===== src/rtl/mips_defs.sv =====
// Shared encodings for the MIPS writeback path: result sources, load widths,
// writeback FSM states and small decode helpers.
package mips_defs;

  localparam logic [1:0] WB_ALU  = 2'b00;
  localparam logic [1:0] WB_LOAD = 2'b01;
  localparam logic [1:0] WB_LINK = 2'b10;
  localparam logic [1:0] WB_RSVD = 2'b11;

  localparam logic [2:0] LT_LW  = 3'b000;
  localparam logic [2:0] LT_LH  = 3'b001;
  localparam logic [2:0] LT_LHU = 3'b010;
  localparam logic [2:0] LT_LB  = 3'b011;
  localparam logic [2:0] LT_LBU = 3'b100;

  localparam logic [4:0] REG_ZERO = 5'd0;

  typedef enum logic [1:0] {
    ST_IDLE      = 2'b00,
    ST_WAIT_LOAD = 2'b01,
    ST_COMMIT    = 2'b10
  } wb_state_e;

  // Result for non-load instructions; the reserved source behaves as ALU.
  function automatic logic [31:0] wb_select(input logic [1:0] sel,
                                            input logic [31:0] alu_res,
                                            input logic [31:0] link_val);
    logic [31:0] res;
    case (sel)
      WB_LINK: res = link_val;
      default: res = alu_res;
    endcase
    return res;
  endfunction

  // Register 0 is hardwired, so a write to it is never issued.
  function automatic logic reg_we(input logic reg_write, input logic [4:0] dest);
    return reg_write && (dest != REG_ZERO);
  endfunction

endpackage


===== src/rtl/load_align.sv =====
// Big-endian load alignment: selects the addressed byte/halfword from the
// returned word and sign- or zero-extends it.
module load_align
  import mips_defs::*;
(
  input  logic [31:0] rdata,
  input  logic [2:0]  load_type,
  input  logic [1:0]  byte_off,
  output logic [31:0] result
);

  logic [15:0] half_s;
  logic [7:0]  byte_s;

  // Lane selection; byte lane 0 is the most significant byte.
  always_comb begin
    half_s = 16'h0000;
    byte_s = 8'h00;
    if (byte_off[1]) begin
      half_s = rdata[15:0];
    end else begin
      half_s = rdata[31:16];
    end
    case (byte_off)
      2'd0:    byte_s = rdata[31:24];
      2'd1:    byte_s = rdata[23:16];
      2'd2:    byte_s = rdata[15:8];
      2'd3:    byte_s = rdata[7:0];
      default: byte_s = rdata[31:24];
    endcase
  end

  // Extension by load type; unknown types pass the word through like lw.
  always_comb begin
    result = rdata;
    case (load_type)
      LT_LH:   result = {{16{half_s[15]}}, half_s};
      LT_LHU:  result = {16'h0000, half_s};
      LT_LB:   result = {{24{byte_s[7]}}, byte_s};
      LT_LBU:  result = {24'h000000, byte_s};
      default: result = rdata;
    endcase
  end

endmodule


===== src/rtl/reg_writeback.sv =====
// MIPS writeback stage: sole owner of the register-file write port, with a
// forwarding mirror, retired-instruction counter and sticky load timeout flag.
module reg_writeback
  import mips_defs::*;
#(
  parameter int unsigned LOAD_TIMEOUT = 16
) (
  input  logic        clk,
  input  logic        rstN,
  input  logic        memValid,
  output logic        memReady,
  input  logic        memRegWrite,
  input  logic [4:0]  memWriteReg,
  input  logic [1:0]  memWbSel,
  input  logic [31:0] memAluRes,
  input  logic [31:0] memPcPlus8,
  input  logic [2:0]  memLoadType,
  input  logic [1:0]  memByteOff,
  input  logic        dmemRvalid,
  input  logic [31:0] dmemRdata,
  output logic        regWrite,
  output logic [4:0]  writeReg,
  output logic [31:0] writeData,
  output logic        fwdValid,
  output logic [4:0]  fwdReg,
  output logic [31:0] fwdData,
  output logic [31:0] instRetired,
  output logic        loadErr
);

  localparam logic [31:0] WAIT_LAST = 32'(LOAD_TIMEOUT - 1);

  wb_state_e   state_r, next_s;
  logic        mem_ready_s, accept_s, is_load_s, load_done_s, timeout_s;
  logic [31:0] aligned_s;
  logic [31:0] wait_cnt_r;
  logic        pend_we_r;
  logic [4:0]  pend_reg_r;
  logic [2:0]  pend_type_r;
  logic [1:0]  pend_off_r;
  logic        reg_write_r;
  logic [4:0]  write_reg_r;
  logic [31:0] write_data_r;
  logic [31:0] inst_retired_r;
  logic        load_err_r;

  assign is_load_s = (memWbSel == WB_LOAD);

  load_align u_load_align (
    .rdata     (dmemRdata),
    .load_type (pend_type_r),
    .byte_off  (pend_off_r),
    .result    (aligned_s)
  );

  // State register.
  always_ff @(posedge clk or negedge rstN) begin
    if (!rstN) begin
      state_r <= ST_IDLE;
    end else begin
      state_r <= next_s;
    end
  end

  // Next-state decode; COMMIT accepts exactly like IDLE so non-loads stream.
  always_comb begin
    next_s      = state_r;
    mem_ready_s = 1'b0;
    accept_s    = 1'b0;
    load_done_s = 1'b0;
    timeout_s   = 1'b0;
    case (state_r)
      ST_IDLE, ST_COMMIT: begin
        mem_ready_s = 1'b1;
        if (memValid) begin
          accept_s = 1'b1;
          if (is_load_s) begin
            next_s = ST_WAIT_LOAD;
          end else begin
            next_s = ST_COMMIT;
          end
        end else begin
          next_s = ST_IDLE;
        end
      end
      ST_WAIT_LOAD: begin
        if (dmemRvalid) begin
          load_done_s = 1'b1;
          next_s      = ST_COMMIT;
        end else if (wait_cnt_r == WAIT_LAST) begin
          timeout_s = 1'b1;
          next_s    = ST_IDLE;
        end else begin
          next_s = ST_WAIT_LOAD;
        end
      end
      default: next_s = ST_IDLE;
    endcase
  end

  // Pending-load capture, write-port registers, counters and error flag.
  always_ff @(posedge clk or negedge rstN) begin
    if (!rstN) begin
      pend_we_r      <= 1'b0;
      pend_reg_r     <= 5'd0;
      pend_type_r    <= 3'd0;
      pend_off_r     <= 2'd0;
      wait_cnt_r     <= 32'd0;
      reg_write_r    <= 1'b0;
      write_reg_r    <= 5'd0;
      write_data_r   <= 32'd0;
      inst_retired_r <= 32'd0;
      load_err_r     <= 1'b0;
    end else begin
      reg_write_r <= 1'b0;
      if (accept_s && !is_load_s) begin
        reg_write_r    <= reg_we(memRegWrite, memWriteReg);
        write_reg_r    <= memWriteReg;
        write_data_r   <= wb_select(memWbSel, memAluRes, memPcPlus8);
        inst_retired_r <= inst_retired_r + 32'd1;
      end else if (accept_s) begin
        pend_we_r   <= reg_we(memRegWrite, memWriteReg);
        pend_reg_r  <= memWriteReg;
        pend_type_r <= memLoadType;
        pend_off_r  <= memByteOff;
      end else if (load_done_s) begin
        reg_write_r    <= pend_we_r;
        write_reg_r    <= pend_reg_r;
        write_data_r   <= aligned_s;
        inst_retired_r <= inst_retired_r + 32'd1;
      end else if (timeout_s) begin
        load_err_r <= 1'b1;
      end
      // Wait count is 0 in the first WAIT_LOAD cycle.
      if (accept_s) begin
        wait_cnt_r <= 32'd0;
      end else if (state_r == ST_WAIT_LOAD) begin
        wait_cnt_r <= wait_cnt_r + 32'd1;
      end
    end
  end

  assign memReady    = mem_ready_s;
  assign regWrite    = reg_write_r;
  assign writeReg    = write_reg_r;
  assign writeData   = write_data_r;
  assign fwdValid    = reg_write_r;
  assign fwdReg      = write_reg_r;
  assign fwdData     = write_data_r;
  assign instRetired = inst_retired_r;
  assign loadErr     = load_err_r;

endmodule


===== config.mk =====
export PLATFORM = sky130hd
export DESIGN_NAME = reg_writeback
export DESIGN_NICKNAME = d
export VERILOG_FILES = /design/src/rtl/mips_defs.sv /design/src/rtl/load_align.sv /design/src/rtl/reg_writeback.sv
export SDC_FILE = /design/constraint.sdc
export NUM_CORES = 1
export LEC_CHECK = 0
export ABC_AREA = 1
export BUFFER_PORTS_ARGS = -buffer_cell sky130_fd_sc_hd__buf_2
export CORE_MARGIN = 3
export CORE_UTILIZATION = 45
export CTS_BUF_LIST = sky130_fd_sc_hd__clkbuf_4 sky130_fd_sc_hd__clkbuf_8 sky130_fd_sc_hd__clkbuf_16
export CTS_CLUSTER_DIAMETER = 100
export DETAILED_ROUTE_END_ITERATION = 7
export GPL_TIMING_DRIVEN = 0
export PLACE_DENSITY = 0.81
export SLEW_MARGIN = 20
export SYNTH_ARGS = -nofsm -noshare
export SYNTH_HDL_FRONTEND = slang
export SYNTH_SLANG_ARGS = --single-unit

===== constraint.sdc =====
create_clock -name clk -period 2.2 [get_ports clk]
set_input_delay 0.22 -clock clk [delete_from_list [all_inputs] [get_ports clk]]
set_output_delay 0.22 -clock clk [all_outputs]
set_load 0.02 [all_outputs]

==> summary.txt <==
Logic synthesis
  – Synthesized cell area: 0.00802 mm2
  – Async set-reset flop share out of synthesis: 1.00
  – Synth warnings: 0
  – Top FF cell, synth: dfrtp_1
  – Synthesized instance count: 1,231
  – Yosys reg bits: 116
  – Sequential area share after synthesis: 0.362
  – Synthesized Nets: 1,346
  – Number of synthesized flops with an enable pin: 0
  – Post-synthesis area per instance: 6.52 um2
  – Yosys cell types: 42

Routing
  – Antenna-violating nets left: 0
  – DRC Markers: 0
  – Initial DRC Count: 821
  – Final WL: 26,500 um
  – Via Count: 8,981
  – Wire length per cell: 15.5 um
  – Detail-routed via count per cell: 5.25
  – Detailed Routing Iterations Pass 1: 8

Pwr
  – Power Dens Cells: 862 mW/mm2
  – Final Power: 0.00868 W
  – P_leak: approximately 5.3 nW
  – Max rail drop VDD: 0.740 mV

Worst setup path
  – WP data arrival: ~2.3 ns
  – CP startpoint kind: flip-flop
  – Critical path cell sequence: nor2_2 -> o21ai_1 -> nand2_2 -> buf_6 -> buf_2 -> nor2_1 -> a21oi_1
  – Crit path kind: reg -> reg
  – CP top delay family: simple AND/OR/NAND/NOR gates
  – Worst EP required: 2.52 ns
  – WP buf/inv: 2
  – Max FO, Critical Path: 10
  – Reg-to-reg critical path startpoint: state_r[0]
  – CP peak stage delay: between 0.3 and 0.4 ns
  – Crit path max-delay cell type: dfrtp_1
  – CP Launch Point: state_r[0]
  – Crit end category: flip-flop

Final layout
  – Core Util, Final: 0.580
  – Layout cell share with drive strength beyond 1: 0.243
  – Area Overhead vs Synth: 25.6%
  – Fillers: 1,652
  – Nets: 1,589
  – Antenna diodes: 0

Die
  – Io pins: 223
  – Die extent in x: 140 um
  – Rows: 48
  – Die Y: 140 um
  – Core area: around 0.017 mm2
  – Starting Density: 0.462
  – Die area: 0.0195 mm2

Place
  – Dpl hpwl: 20,300 um
  – I/O Buffers: roughly 220
  – GPL Wtd Cong: just under 1

Global routing
  – Vias in the first global route: ~8,300
  – GRT Overall Usage: 0.269
  – GRT Residual Overflow: 0
  – Initial antenna violation count: 0
  – Largest net degree at the start of global routing: 67
  – First-pass GRT wire length: 42,300 um

Clock network
  – Clock latency on the worst-skew pair: 0.42 ns
  – CTS tree: built
  – Post-CTS setup buffers: 0
  – CTS max path bufs: 2
  – Clock-pin transition on the worst setup and hold timing paths: 0.06 ns
  – H-tree levels: 4
  – Cts bufs inserted: 17
  – Sink Count: 116
  – Root Buffer: clkbuf_16

Timing
  – FMAX: about 500 MHz
  – Slew Viols, Final: 0
  – Final Cycle Share: 0.889
  – Worst Tran Pin Value: 0.709 ns
  – Final Setup Violations: 0
  – Final Hold Viols: 0
  – Slew margin rel.: 0.527
  – Post-route minimum period: roughly 2.0 ns
  – RSZ-0062 raised after global routing: no
  – Clock skew: between 0.01 and 0.015 ns

Worst hold path
  – Worst hold path class: in -> reg
  – Hold_sp: memAluRes[4]

Run status
  – Outcome: finished, final reports clean

Flow run
  – Max Cap Violations: 0
## Yosys cell counts, types with 2 or more instances
cell type,number,area (um2)
nand2_1,476,1790
nor2_1,169,634
dfrtp_1,116,2900
inv_1,90,338
nand3_1,74,370
o21ai_0,50,250
buf_4,44,330
a21oi_1,43,215
a31oi_1,16,100
clkbuf_1,16,60.1
nand4_1,16,100
nand2_2,15,93.8
nand3b_1,12,90.1
o211ai_1,11,82.6
buf_2,10,50.1
or2_2,10,62.6
xnor2_1,9,78.8
buf_6,8,90.1
xor2_1,7,61.3
inv_2,4,15.0
nor2_4,4,45.0
nor2_2,3,18.8
nor3_1,3,15.0
o21ai_1,3,15.0
o21bai_1,3,22.5
ha_1,2,25.0
nand3_2,2,20.0
## stage by stage
stage,TNS [ns],cells,area [um2],worst slack [ns],hold slack [ns]
after CTS,0,1712,10100,0.233,0.0418
final,0,1712,10100,0.244,0.0535
after detailed placement,0,1679,9450,0.250,0.270
after global routing,0,1712,10100,0.0601,0.0574
after floorplan,0,1231,8020,0.494,-0.0756
after global placement,-64.39,1678,9410,-0.566,0.449
## final timing paths
| path | slack, ns | to | cells after the start |
|---|---|---|---|
| setup reg to reg | 0.24 | fwdData[10] | 7 |
| hold / removal | 0.05 | fwdData[4] | 3 |
| hold reg to reg | 0.46 | loadErr | 2 |
| max in group asynchronous | 1.13 | fwdValid | 3 |
| setup / recovery | 0.24 | fwdData[10] | 7 |
| min in group asynchronous | 0.37 | instRetired[10] | 2 |
## cell type report
cell class	instances	area, um2	area share
multi-input combinational	940	4200	0.417
sequential	116	2900	0.288
timing repair buffer	224	1150	0.115
buffer	80	554	0.0550
clock buffer	23	483	0.0480
inverter	95	362	0.0359
tap	225	282	0.0280
clock inverter	9	128	0.0127
## where the power goes
group          total (W)  switching (W)  internal [W]
registers        0.00283       0.000382       0.00245
logic            0.00296        0.00184       0.00112
clock network    0.00288        0.00100       0.00188
total            0.00868        0.00322       0.00546
## cell families after synthesis
logic type / count (synthesis) / share of synthesized area
AND/OR/NAND/NOR: 789 / 0.410
buffers and inverters: 175 / 0.114
AO/OA/AOI/OAI: 131 / 0.0903
flip-flops: 116 / 0.362
XOR/XNOR: 16 / 0.0175
multiplexers: 2 / 0.00265
adder cells (fa/ha/maj): 2 / 0.00312
## per-layer routing
metal / share of wire / vias up / global-route usage
met4: 0.032 / 0 / 0.0958
met5: 0 / - / 0
li1: - / 4359 / -
met1: 0.42 / 4149 / 0.359
met2: 0.47 / 400 / 0.439
met3: 0.077 / 73 / 0.0515
## worst min-delay path, delay by kind of cell
family | cells | cell delay (ns)
simple gates | 1 | 0.08
buf+inv | 1 | 0.07
compound gates | 1 | 0.07
## registers in the layout (all words and copies together), names as in the netlist
register     cells
fwdData         32
pend_type_r      3
state_r          2
fwdValid         1
wait_cnt_r      32
loadErr          1
pend_we_r        1
fwdReg           5
pend_off_r       2
instRetired     32
pend_reg_r       5
## placed cells by master, fill, tap and decap left out, types with 2 or more instances in the layout
cell and instances:
buf_2 231, buf_4 44, o211ai_1 11, xnor2_1 9
clkinv_4 2, nand2_1 476, clkinv_2 4, nor3_1 3
nor2_1 169, clkbuf_8 2, a21oi_1 43, clkbuf_1 16
nor2_2 3, inv_1 90, nand2_2 15, a31oi_1 16
dfrtp_1 116, nand3_1 74, xor2_1 7, nand3b_1 12
bufinv_16 3, o21ai_0 50, nand4_1 16, or2_2 10
o21ai_1 3, nor2_4 4, buf_6 9, nand3_2 2
inv_2 4, clkbuf_16 17, clkbuf_4 4, o21bai_1 3
## timing repair
action | CTS | global route
setup endpoints to repair | 0 | 1
gates resized for setup | 0 | 1
endpoints found under the hold margin | 65 | 0
hold buffers | 1 | 0
Power figures use the tool's default switching activity.
